[config.mk]
export PLATFORM = sky130hd
export DESIGN_NAME = gf180mcu_fd_sc_mcu7t5v0__buf_fifo
export DESIGN_NICKNAME = d
export VERILOG_FILES = /design/src/rtl/gf180mcu_fd_sc_mcu7t5v0__buf_fifo.sv
export SDC_FILE = /design/constraint.sdc
export NUM_CORES = 1
export LEC_CHECK = 0
export ABC_AREA = 1
export BUFFER_PORTS_ARGS = -buffer_cell sky130_fd_sc_hd__buf_2
export CAP_MARGIN = 15
export CORE_MARGIN = 5
export CORE_UTILIZATION = 54
export CTS_CLUSTER_DIAMETER = 150
export DETAILED_ROUTE_END_ITERATION = 10
export PLACE_DENSITY = 0.76
export SLEW_MARGIN = 20
export SYNTH_ARGS = -nofsm -noshare
export SYNTH_HDL_FRONTEND = slang
export SYNTH_SLANG_ARGS = --single-unit
export TNS_END_PERCENT = 10
[constraint.sdc]
create_clock -name CLK -period 1.3 [get_ports CLK]
set_input_delay 0.065 -clock CLK [delete_from_list [all_inputs] [get_ports CLK]]
set_output_delay 0.065 -clock CLK [all_outputs]
set_load 0.02 [all_outputs]
[src/rtl/gf180mcu_fd_sc_mcu7t5v0__buf_fifo.sv]
// Elastic buffer: WIDTH-bit, DEPTH-entry FIFO with valid/ready on both sides.
// All outputs derive from registered state only; no input reaches an output combinationally.
module gf180mcu_fd_sc_mcu7t5v0__buf_fifo #(
   parameter  int WIDTH = 1,
   parameter  int DEPTH = 4,
   localparam int AW    = $clog2(DEPTH)
) (
   input  logic             CLK,
   input  logic             RN,
   input  logic [WIDTH-1:0] I,
   input  logic             I_VALID,
   output logic             I_READY,
   output logic [WIDTH-1:0] Z,
   output logic             Z_VALID,
   input  logic             Z_READY,
   output logic [AW:0]      COUNT
);

   logic [WIDTH-1:0] mem [DEPTH];
   logic [AW-1:0]    wr_ptr, rd_ptr;
   logic [AW:0]      count, count_nxt;
   logic             i_ready, z_valid;
   logic             push, pop;

   assign push = I_VALID & i_ready;
   assign pop  = z_valid & Z_READY;

   always_comb begin
      count_nxt = count;
      if (push && !pop)
         count_nxt = count + (AW+1)'(1);
      else if (pop && !push)
         count_nxt = count - (AW+1)'(1);
   end

   // Flags are registered from the next count so they are ready at the edge they describe.
   always_ff @(posedge CLK or negedge RN) begin
      if (!RN) begin
         wr_ptr  <= '0;
         rd_ptr  <= '0;
         count   <= '0;
         z_valid <= 1'b0;
         i_ready <= 1'b1;
      end else begin
         if (push) wr_ptr <= wr_ptr + AW'(1);
         if (pop)  rd_ptr <= rd_ptr + AW'(1);
         count   <= count_nxt;
         z_valid <= (count_nxt != '0);
         i_ready <= (count_nxt != (AW+1)'(DEPTH));
      end
   end

   // Storage is deliberately left out of reset; Z is gated by z_valid instead.
   always_ff @(posedge CLK) begin
      if (push) mem[wr_ptr] <= I;
   end

   assign Z       = z_valid ? mem[rd_ptr] : '0;
   assign Z_VALID = z_valid;
   assign I_READY = i_ready;
   assign COUNT   = count;

endmodule

-- Yosys cells after proc, flatten, opt, wreduce, memory -nomap -nowiden
Memories as Yosys holds them, arrays and structs flattened.
Index checks and enable logic that the tools add are counted.
- output and inout port bits: 6
- register bits: 9
- input bits: 5
- memories: 1
- memory bits (writable): 4
- word-level logic and storage cells: 23
- multiplexer cells: 5
- equal/unequal tests: 1
- reduce and logical (&&, ||, !) cells: 5
- add/subtract/negate cells: 4
- bitwise gates (word level): 2
- memory list (name ; words ; bits a word ; rd ports ; clocked after memory_dff ; write ports ; RTL line ; source):
    mem ; 4 ; 1 ; 1 ; 0 ; 1 ; 19 ; logic [WIDTH-1:0] mem [DEPTH];
- operator list (cell ; count):
    3-bit two-way mux ; 2
    2-bit by 1-bit adder with 2-bit output, second input constant ; 2
    3-bit by 1-bit adder with 3-bit output, second input constant ; 1
    1-bit two-way mux ; 3
    3-bit inequality test, second input constant ; 1
    3-bit nonzero test ; 1
    3-bit by 1-bit subtractor with 3-bit output, second input constant ; 1
    1-bit bitwise AND ; 2
    1-bit logical AND ; 2
    1-bit logical NOT ; 2

-- Longest topological paths before layout
Gate-level depths: netlist (run 1).
- word-level depth: 6
- gate-level depth with buffers: 10
- mapped depth without buffers: 10

-- Worst setup path before layout (run 1)
Ideal clock, no wire load.
- path kind: reg-to-reg
- from: register count[0] (netlist: COUNT[0])
- to: register z_valid (netlist: Z_VALID)
- stages on the path, launching flop included: 9
- setup time: 0.119 ns
- data required time: 1.181 ns
- path slack: -0.039 ns
- path buffers: 0
- period minus slack after synthesis: 1.339 ns
- arrival: 1.220 ns
- cell sequence: dfrtp_1 > inv_1 > ha_1 > inv_1 > nand2_1 > nand2_1 > nand2_2 > nor2_2 > nand2_1
- longest elaborated chain between the ends: 4
- elaborated cells on any way between the ends: 5
- those cells by class: add/sub (2); mux (2); reduce/logical (1)
- ends and longest elaborated chain (item ; RTL line ; source):
    start, declared ; 21 ; logic [AW:0] count, count_nxt;
    start signal, assigned ; 47 ; count <= count_nxt;
    3-bit by 1-bit subtractor with 3-bit output ; 33 ; count_nxt = count - (AW+1)'(1);
    3-bit two-way mux ; 32 ; else if (pop && !push)
    3-bit two-way mux * ; 30 ; if (push && !pop)
    named net count_nxt[1] ; 21 ;
    3-bit nonzero test * ; 48 ; z_valid <= (count_nxt != '0);
    end signal, assigned ; 48 ;
    end, declared ; 22 ; logic i_ready, z_valid;
The timed path passes the listed nets; every way through them passes the cells marked *.
A chain may end at the register's enable or synchronous reset.

-- Final worst setup path (run 1)
- from: register i_ready (netlist: I_READY)
- to: register z_valid (netlist: Z_VALID)
- longest elaborated chain between the ends: 6
- elaborated cells on any way between the ends: 7
- those cells by class: mux (2); bitwise (1); reduce/logical (4)
- ends and longest elaborated chain (item ; RTL line ; source):
    start, declared ; 22 ;
    start signal, assigned ; 49 ; i_ready <= (count_nxt != (AW+1)'(DEPTH));
    1-bit bitwise AND * ; 25 ; assign push = I_VALID & i_ready;
    1-bit logical NOT ; 32 ;
    1-bit logical AND ; 32 ;
    3-bit two-way mux ; 32 ;
    3-bit two-way mux * ; 30 ;
    named net count_nxt[1] ; 21 ;
    3-bit nonzero test * ; 48 ;
Marked as above.

==> results of run 1 <==
registers in the layout (all words and copies together), names as in the netlist:
signal and cells:
mem 4, COUNT 3, rd_ptr 2, wr_ptr 2, I_READY 1, Z_VALID 1
cell families (layout without fill, tap and decap cells):
logic type                 Yosys count  count (layout)
adders and majority gates            6               6
DFF                                 13              13
xor gates and xnor gates             3               3
AOI/OAI and AO/OA                    5               5
buffers and inverters               16              33
and+or+nand+nor                     44              44
cell usage after synthesis (all sizes together):
| cell | instances | share of area [%] |
|---|---|---|
| o21ai | 3 | 2.0 |
| dfrtp | 8 | 26 |
| edfxtp | 4 | 16 |
| inv | 16 | 8.8 |
| dfstp | 1 | 3.4 |
| nand3 | 6 | 4.6 |
| a21boi | 1 | 0.98 |
| nand2 | 27 | 18 |
| xor2 | 3 | 3.4 |
| nor2 | 11 | 6.0 |
| ha | 6 | 9.8 |
| o21a | 1 | 0.98 |
final cells by class:
| cell class | count | area, um^2 |
|---|---|---|
| Clock buffer | 4 | 26.3 |
| Fill cell | 108 | 410 |
| Inverter | 16 | 67.6 |
| Multi-Input combinational cell | 58 | 369 |
| Sequential cell | 13 | 348 |
| Tap cell | 15 | 18.8 |
| Timing Repair Buffer | 13 | 77.6 |
layer usage:
| metal | GRT usage [%] | part of all wire (%) | vias up |
|---|---|---|---|
| met5 | 0 | 0 | - |
| met1 | 15.5 | 38 | 273 |
| met4 | 3.23 | 0.98 | 0 |
| met3 | 3.76 | 6.7 | 2 |
| li1 | - | - | 304 |
| met2 | 29.0 | 54 | 17 |
power by group through the flow:
stage	registers (mW)	clock network (mW)	logic, mW
after global placement	0.744	0	1.01
after global routing	0.772	0.267	1.31
after detailed placement	0.758	0	1.05
final	0.748	0.243	1.17
after floorplan	0.806	0	0.725
after CTS	0.752	0.248	1.06
worst register-to-register path, stage by stage (launching register included):
cell and delay (ns):
sky130_fd_sc_hd__dfstp_2 0.55, sky130_fd_sc_hd__nand2_4 0.10, sky130_fd_sc_hd__inv_6 0.10, sky130_fd_sc_hd__nand2_4 0.07, sky130_fd_sc_hd__nand3_1 0.09, sky130_fd_sc_hd__nand2_2 0.07, sky130_fd_sc_hd__nor2_2 0.11, sky130_fd_sc_hd__nand2_1 0.06
stage by stage:
step / setup slack, ns / TNS [ns]
final: 0.0482 / 0
after global routing: -0.00262 / -0.00332
after CTS: 0.000838 / 0
after detailed placement: 0.0434 / 0
after global placement: 0.0496 / 0
after floorplan: 0.0414 / 0
path summary, 6_finish.rpt:
path	start	to	slack [ns]	cells after the start
setup / recovery	I_READY	Z_VALID	0.05	7
hold / removal	I	mem[3]	0.01	1
setup reg to reg	I_READY	Z_VALID	0.05	7
hold reg to reg	rd_ptr[1]	rd_ptr[1]	0.53	1
max in group asynchronous	RN	I_READY	0.89	2
min in group asynchronous	RN	COUNT[1]	0.17	2
what timing repair did:
action                     4_1_cts  5_1_grt
resized for setup                0        5
hold buffers                     1        0
pin swaps                        2        0
hold endpoints to repair         9        0
setup endpoints to repair        1        4
setup buffers                    0        2
==> Implementation_results.wiki, run 1 <==
{| class="wikitable"
! Metric !! Value
|-
| Gpl congestion || 0.750
|-
| Number of placed I/O pins || 11
|-
| Post-Place Cell Area || around 840 um^2
|-
| Initial antenna violation count || 0
|-
| Number of antenna diodes || 0
|-
| Final clock skew || approximately 0.0058 ns
|-
| Full die area || ~2300 um^2
|-
| Number of optimization iterations in the first detailed-route pass || 4
|-
| Pin count of the biggest net entering global routing || 10
|-
| Crit path max-delay cell type || sky130_fd_sc_hd__dfstp_2
|-
| Post-synth design cell area || a little under 800 um^2
|-
| Via density per instance || about 5
|-
| Root buffer cell || sky130_fd_sc_hd__clkbuf_4
|-
| Number of nets with antenna violations after detailed routing || 0
|-
| Switching Fraction || between 40% and 50%
|-
| Fin. Hold Viols || 0
|-
| Type of the setup path with the least slack || flip-flop to flip-flop
|-
| Pins over their slew limit || 0
|-
| Pint || around 1.2 mW
|-
| Register area share after synthesis || 45.1%
|-
| Cell with the most instances on the worst path || sky130_fd_sc_hd__nand2_4
|-
| Share of the synthesized area in compound gates (AO/OA/AOI/OAI) || between 3 and 4%
|-
| Port buffer count || 10
|-
| Pwr Total || 2.16 mW
|-
| Total buffers and inverters traversed by the critical path || 1
|-
| Stage delay of the slowest cell on the critical path || ~0.55 ns
|-
| Via count of the first global-routing pass || about 540
|-
| Routed WL || about 1400 um
|-
| Number of instances in the placed design || ~110
|-
| Non-filler cells, final || between 100 and 150
|-
| Worst voltage drop across the vdd grid || about 1500 uV
|-
| Clock tree from TritonCTS || built
|-
| Clk Latency, worst-skew pair || about 0.27 ns
|-
| Gate Count Post-Synth || 87
|-
| Part of the total power dissipated in combinational logic || a little over half
|-
| Hold/Removal Path Class || input port to flip-flop
|-
| Most common cell after layout, fill and taps aside || sky130_fd_sc_hd__nand2_1
|-
| Share of power burned in registers || 34.6%
|-
| Crit-path cells || nand2_4 > inv_6 > nand2_4 > nand3_1 > nand2_2 > nor2_2 > nand2_1
|-
| TritonCTS Buffers || 3
|-
| Max transition margin || 85.7%
|-
| CTS Sinks || 13
|-
| CP required || about 1.5 ns
|-
| Finished Core Util || 68.9%
|-
| RSZ-0062 raised after global routing || yes
|-
| Result of the run || completed
|-
| Routed len/inst || approximately 12 um
|-
| Clock Path Buffers || 2
|-
| Final critical delay including setup and external delays || ~1.3 ns
|-
| Sw power || between 0.9 and 1 mW
|-
| Synth Area in Adders || roughly a tenth
|-
| Drt initial violations || 15
|-
| Net count after synthesis || 98
|-
| Die span in x || 47.7 um
|-
| Depth of the CTS H-tree || 1
|-
| Number of core rows || 13
|-
| Xor/xnor share of the synthesized area || approximately 3.4%
|-
| Effective utilization at floorplan || around three fifths
|-
| Arrival time reported for the critical path endpoint || around 1.4 ns
|-
| Global-route wire length before repair || 2280 um
|-
| DRC || 0
|-
| Number of max-cap violations || 0
|-
| Routed via count || approximately 600
|-
| PD cells || about 2400 nW/um^2
|-
| Number of synthesis warnings || 0
|-
| Final period utilization || just under 100%
|-
| Area growth from synthesis to final layout || 18.1%
|-
| Max Clock Freq || 0.799 GHz
|-
| Post-route standard cell area excluding fillers || between 900 and 1000 um^2
|-
| Seq cells post-synth || 13
|-
| Worst Max-Slew Pin Slew || approximately 0.21 ns
|-
| Chip Height || 47.7 um
|-
| Multiplexer share of the synthesized area || 0%
|-
| Leakage Power || approximately 0.47 nW
|-
| Leading cell types in the layout, fill and taps excluded || sky130_fd_sc_hd__nand2_1, sky130_fd_sc_hd__inv_1, sky130_fd_sc_hd__nor2_1, sky130_fd_sc_hd__buf_2, sky130_fd_sc_hd__dfrtp_1
|-
| Worst hold slack || approximately 0.012 ns
|-
| Register clock-pin slew on the reported worst setup and hold paths || about 0.080 ns
|-
| GRT Util Overall || 14.8%
|-
| Proportion of layout cells with a drive suffix above 1 || approximately a third
|-
| Simple-gate portion of the synthesized area || around 29%
|-
| Synth Area per Inst || between 8 and 9 um^2
|-
| Hpwl dp || 1120 um
|-
| Share of power burned in the clock network || 11.2%
|-
| Largest driver fanout on the critical path || 7
|-
| Cell family with the largest share of critical-path delay || flip-flops
|-
| Combinational family with the most area after synthesis || simple AND/OR/NAND/NOR gates
|-
| Post-layout net count || between 100 and 150
|-
| Standard cell core area || 1320 um^2
|-
| Total overflow reported by the global router || 0
|-
| Capturing element type of the critical path || flip-flop
|-
| Distinct cell type count after synthesis || 19
|-
| Final setup vio count || 0
|-
| Nature of the critical path startpoint || flip-flop
|}
No activity file was read; power rests on OpenSTA's default activity.
==> run 2: changes to the inputs <==
Settings changed: CORE_UTILIZATION 54 to 52, CTS_BUF_LIST from default to sky130_fd_sc_hd__clkbuf_8.
Clock period 1.3 ns to 1.1 ns, I/O delays scaled along.
==> Implementation_results.wiki, run 2 (synthesized netlist as in run 1, its figures left out) <==
{| class="wikitable"
! Metric !! Value
|-
| Routed len/inst || 13.1 um (+9.9%)
|-
| Crit-path cells || inv_2 > ha_4 > inv_1 > nand2_1 > nand2_1 > nand2_1 > nand2_1 > nand2_1 > nand2_1 > nand2_1
|-
| Total overflow reported by the global router || 0 (unchanged)
|-
| Routed via count || 662 (+11%)
|-
| Final setup vio count || 11 (+11)
|-
| RSZ-0062 raised after global routing || yes
|-
| Global-route wire length before repair || 2620 um (+15%)
|-
| GRT Util Overall || 13.9% (-0.87 points)
|-
| Final period utilization || 115% (+19 points)
|-
| Cell with the most instances on the worst path || sky130_fd_sc_hd__nand2_1
|-
| Cell family with the largest share of critical-path delay || simple AND/OR/NAND/NOR gates
|-
| Area growth from synthesis to final layout || 46.4%
|-
| Number of placed I/O pins || 11 (unchanged)
|-
| Stage delay of the slowest cell on the critical path || 0.43 ns (-0.12 ns)
|-
| Gpl congestion || 0.783 (+4.4%)
|-
| Number of max-cap violations || 0 (unchanged)
|-
| Clk Latency, worst-skew pair || 0.24 ns (-0.03 ns)
|-
| Number of nets with antenna violations after detailed routing || 0 (unchanged)
|-
| Crit path max-delay cell type || sky130_fd_sc_hd__dfrtp_2
|-
| Via count of the first global-routing pass || 602 (+12%)
|-
| Result of the run || finished with violations
|-
| Drt initial violations || 16 (+1)
|-
| Root buffer cell || sky130_fd_sc_hd__clkbuf_8
|-
| Most common cell after layout, fill and taps aside || sky130_fd_sc_hd__buf_4
|-
| Port buffer count || 10 (unchanged)
|-
| Largest driver fanout on the critical path || 3 (-4)
|-
| Full die area || 2350 um^2 (+3.0%)
|-
| Die span in x || 48.4 um (+1.5%)
|-
| PD cells || 2860 nW/um^2 (+20%)
|-
| R2r startpoint || COUNT[0]
|-
| Hold/Removal Path Class || input port to flip-flop
|-
| DRC || 0 (unchanged)
|-
| Largest reg by FF count || mem
|-
| Arrival time reported for the critical path endpoint || 1.45 ns (+0.04 ns)
|-
| Hold path startpoint || I
|-
| Worst setup slack after placement || -0.107 ns (-0.151 ns)
|-
| Via density per instance || 4.83 (-3.5%)
|-
| Fin. Hold Viols || 0 (unchanged)
|-
| Clock Path Buffers || 2 (unchanged)
|-
| CP required || 1.29 ns (-0.17 ns)
|-
| Hpwl dp || 1060 um (-5.8%)
|-
| Routed WL || 1800 um (+26%)
|-
| Leakage Power || 0.572 nW (+22%)
|-
| Effective utilization at floorplan || 56.9% (-1.4 points)
|-
| Pin count of the biggest net entering global routing || 10 (unchanged)
|-
| Max transition margin || 85.6% (about the same)
|-
| Leading cell types in the layout, fill and taps excluded || sky130_fd_sc_hd__buf_4, sky130_fd_sc_hd__nand2_1, sky130_fd_sc_hd__inv_1, sky130_fd_sc_hd__buf_2, sky130_fd_sc_hd__dfrtp_1
|-
| Worst-case setup margin in the final layout || -0.166 ns (-0.215 ns)
|-
| Final clock skew || 0.000768 ns (-0.00499 ns)
|-
| Startpoint of the worst setup timing path || COUNT[0]
|-
| Pins over their slew limit || 0 (unchanged)
|-
| Register clock-pin slew on the reported worst setup and hold paths || 0.06 ns (-0.02 ns)
|-
| Total buffers and inverters traversed by the critical path || 2 (+1)
|-
| Pwr Total || 3.21 mW (+49%)
|-
| Max Clock Freq || 0.790 GHz (-1.1%)
|-
| Worst Max-Slew Pin Slew || 0.216 ns (+0.00121 ns)
|-
| Number of antenna diodes || 0 (unchanged)
|-
| Nature of the critical path startpoint || flip-flop
|-
| Number of optimization iterations in the first detailed-route pass || 4 (unchanged)
|-
| Initial antenna violation count || 0 (unchanged)
|-
| Max reg flops || 4 (unchanged)
|-
| Worst voltage drop across the vdd grid || 1740 uV (+15%)
|-
| Type of the setup path with the least slack || flip-flop to flip-flop
|-
| Number of core rows || 13 (unchanged)
|-
| Depth of the CTS H-tree || 1 (unchanged)
|-
| TritonCTS Buffers || 3 (unchanged)
|-
| Proportion of layout cells with a drive suffix above 1 || 50.0% (+17 points)
|-
| Violated checks || setup timing
|-
| Final critical delay including setup and external delays || 1.27 ns (+0.0145 ns)
|-
| Post-layout net count || 134 (+16%)
|-
| Standard cell core area || 1350 um^2 (+2.5%)
|-
| Clock tree from TritonCTS || built
|-
| Chip Height || 48.4 um (+1.5%)
|-
| Capturing element type of the critical path || flip-flop
|-
| CTS Sinks || 13 (unchanged)
|}
## run 2: cell count changes in the layout (fill, tap and decap cells not counted), sizes merged
cell,previous run,this run
buf,12,30
clkbuf,4,3
clkinv,0,1
## run 2: per-layer routing
layer / vias up / global-route usage (%) / part of all wire, %
met5: - / 0 / 0
met4: 0 / 4.61 / 1.3
met3: 2 / 4.28 / 4.9
met2: 17 / 21.3 / 50
met1: 309 / 18.5 / 44
li1: 334 / - / -
## run 2: what timing repair did
action | CTS | global route
pin swaps | 7 | 4
endpoints found under the setup margin | 6 | 12
gates resized for setup | 9 | 8
hold endpoints to repair | 9 | 0
hold buffers | 1 | 0
buffers inserted | 4 | 5
## run 2: area by class of cell
| cell class | count | area, um^2 |
|---|---|---|
| Tap cell | 15 | 18.8 |
| Sequential cell | 13 | 349 |
| Timing Repair Buffer | 31 | 228 |
| Inverter | 16 | 70.1 |
| Multi-Input combinational cell | 58 | 413 |
| Clock inverter | 1 | 5.00 |
| Clock buffer | 3 | 41.3 |
| Fill cell | 75 | 225 |
## run 2: path summary, 6_finish.rpt
check | endpoint | cells past startpoint | slack [ns]
setup / recovery | I_READY | 10 | -0.17
hold / removal | mem[0] | 1 | 0.04
setup reg to reg | I_READY | 10 | -0.17
hold reg to reg | rd_ptr[1] | 1 | 0.49
max in group asynchronous | I_READY | 2 | 0.66
min in group asynchronous | rd_ptr[1] | 2 | 0.19
## run 2: power by group
group	internal, mW	switching (mW)
clock network	0.250	0.196
logic	0.864	1.02
registers	0.711	0.171
total	1.82	1.39
## run 2: per-stage QoR
stage	util [%]	hold WS (ns)	TNS, ns	cell area (um^2)	std cells
floorplan	-	-0.241	-0.275	788	87
global placement	69.6	-0.0891	-0.314	940	123
detailed placement	69.6	-0.0838	-0.410	940	123
CTS	77.4	0.0233	-0.641	1040	132
global route	83.3	0.0340	-1.48	1120	137
finish	83.3	0.0420	-1.05	1120	137
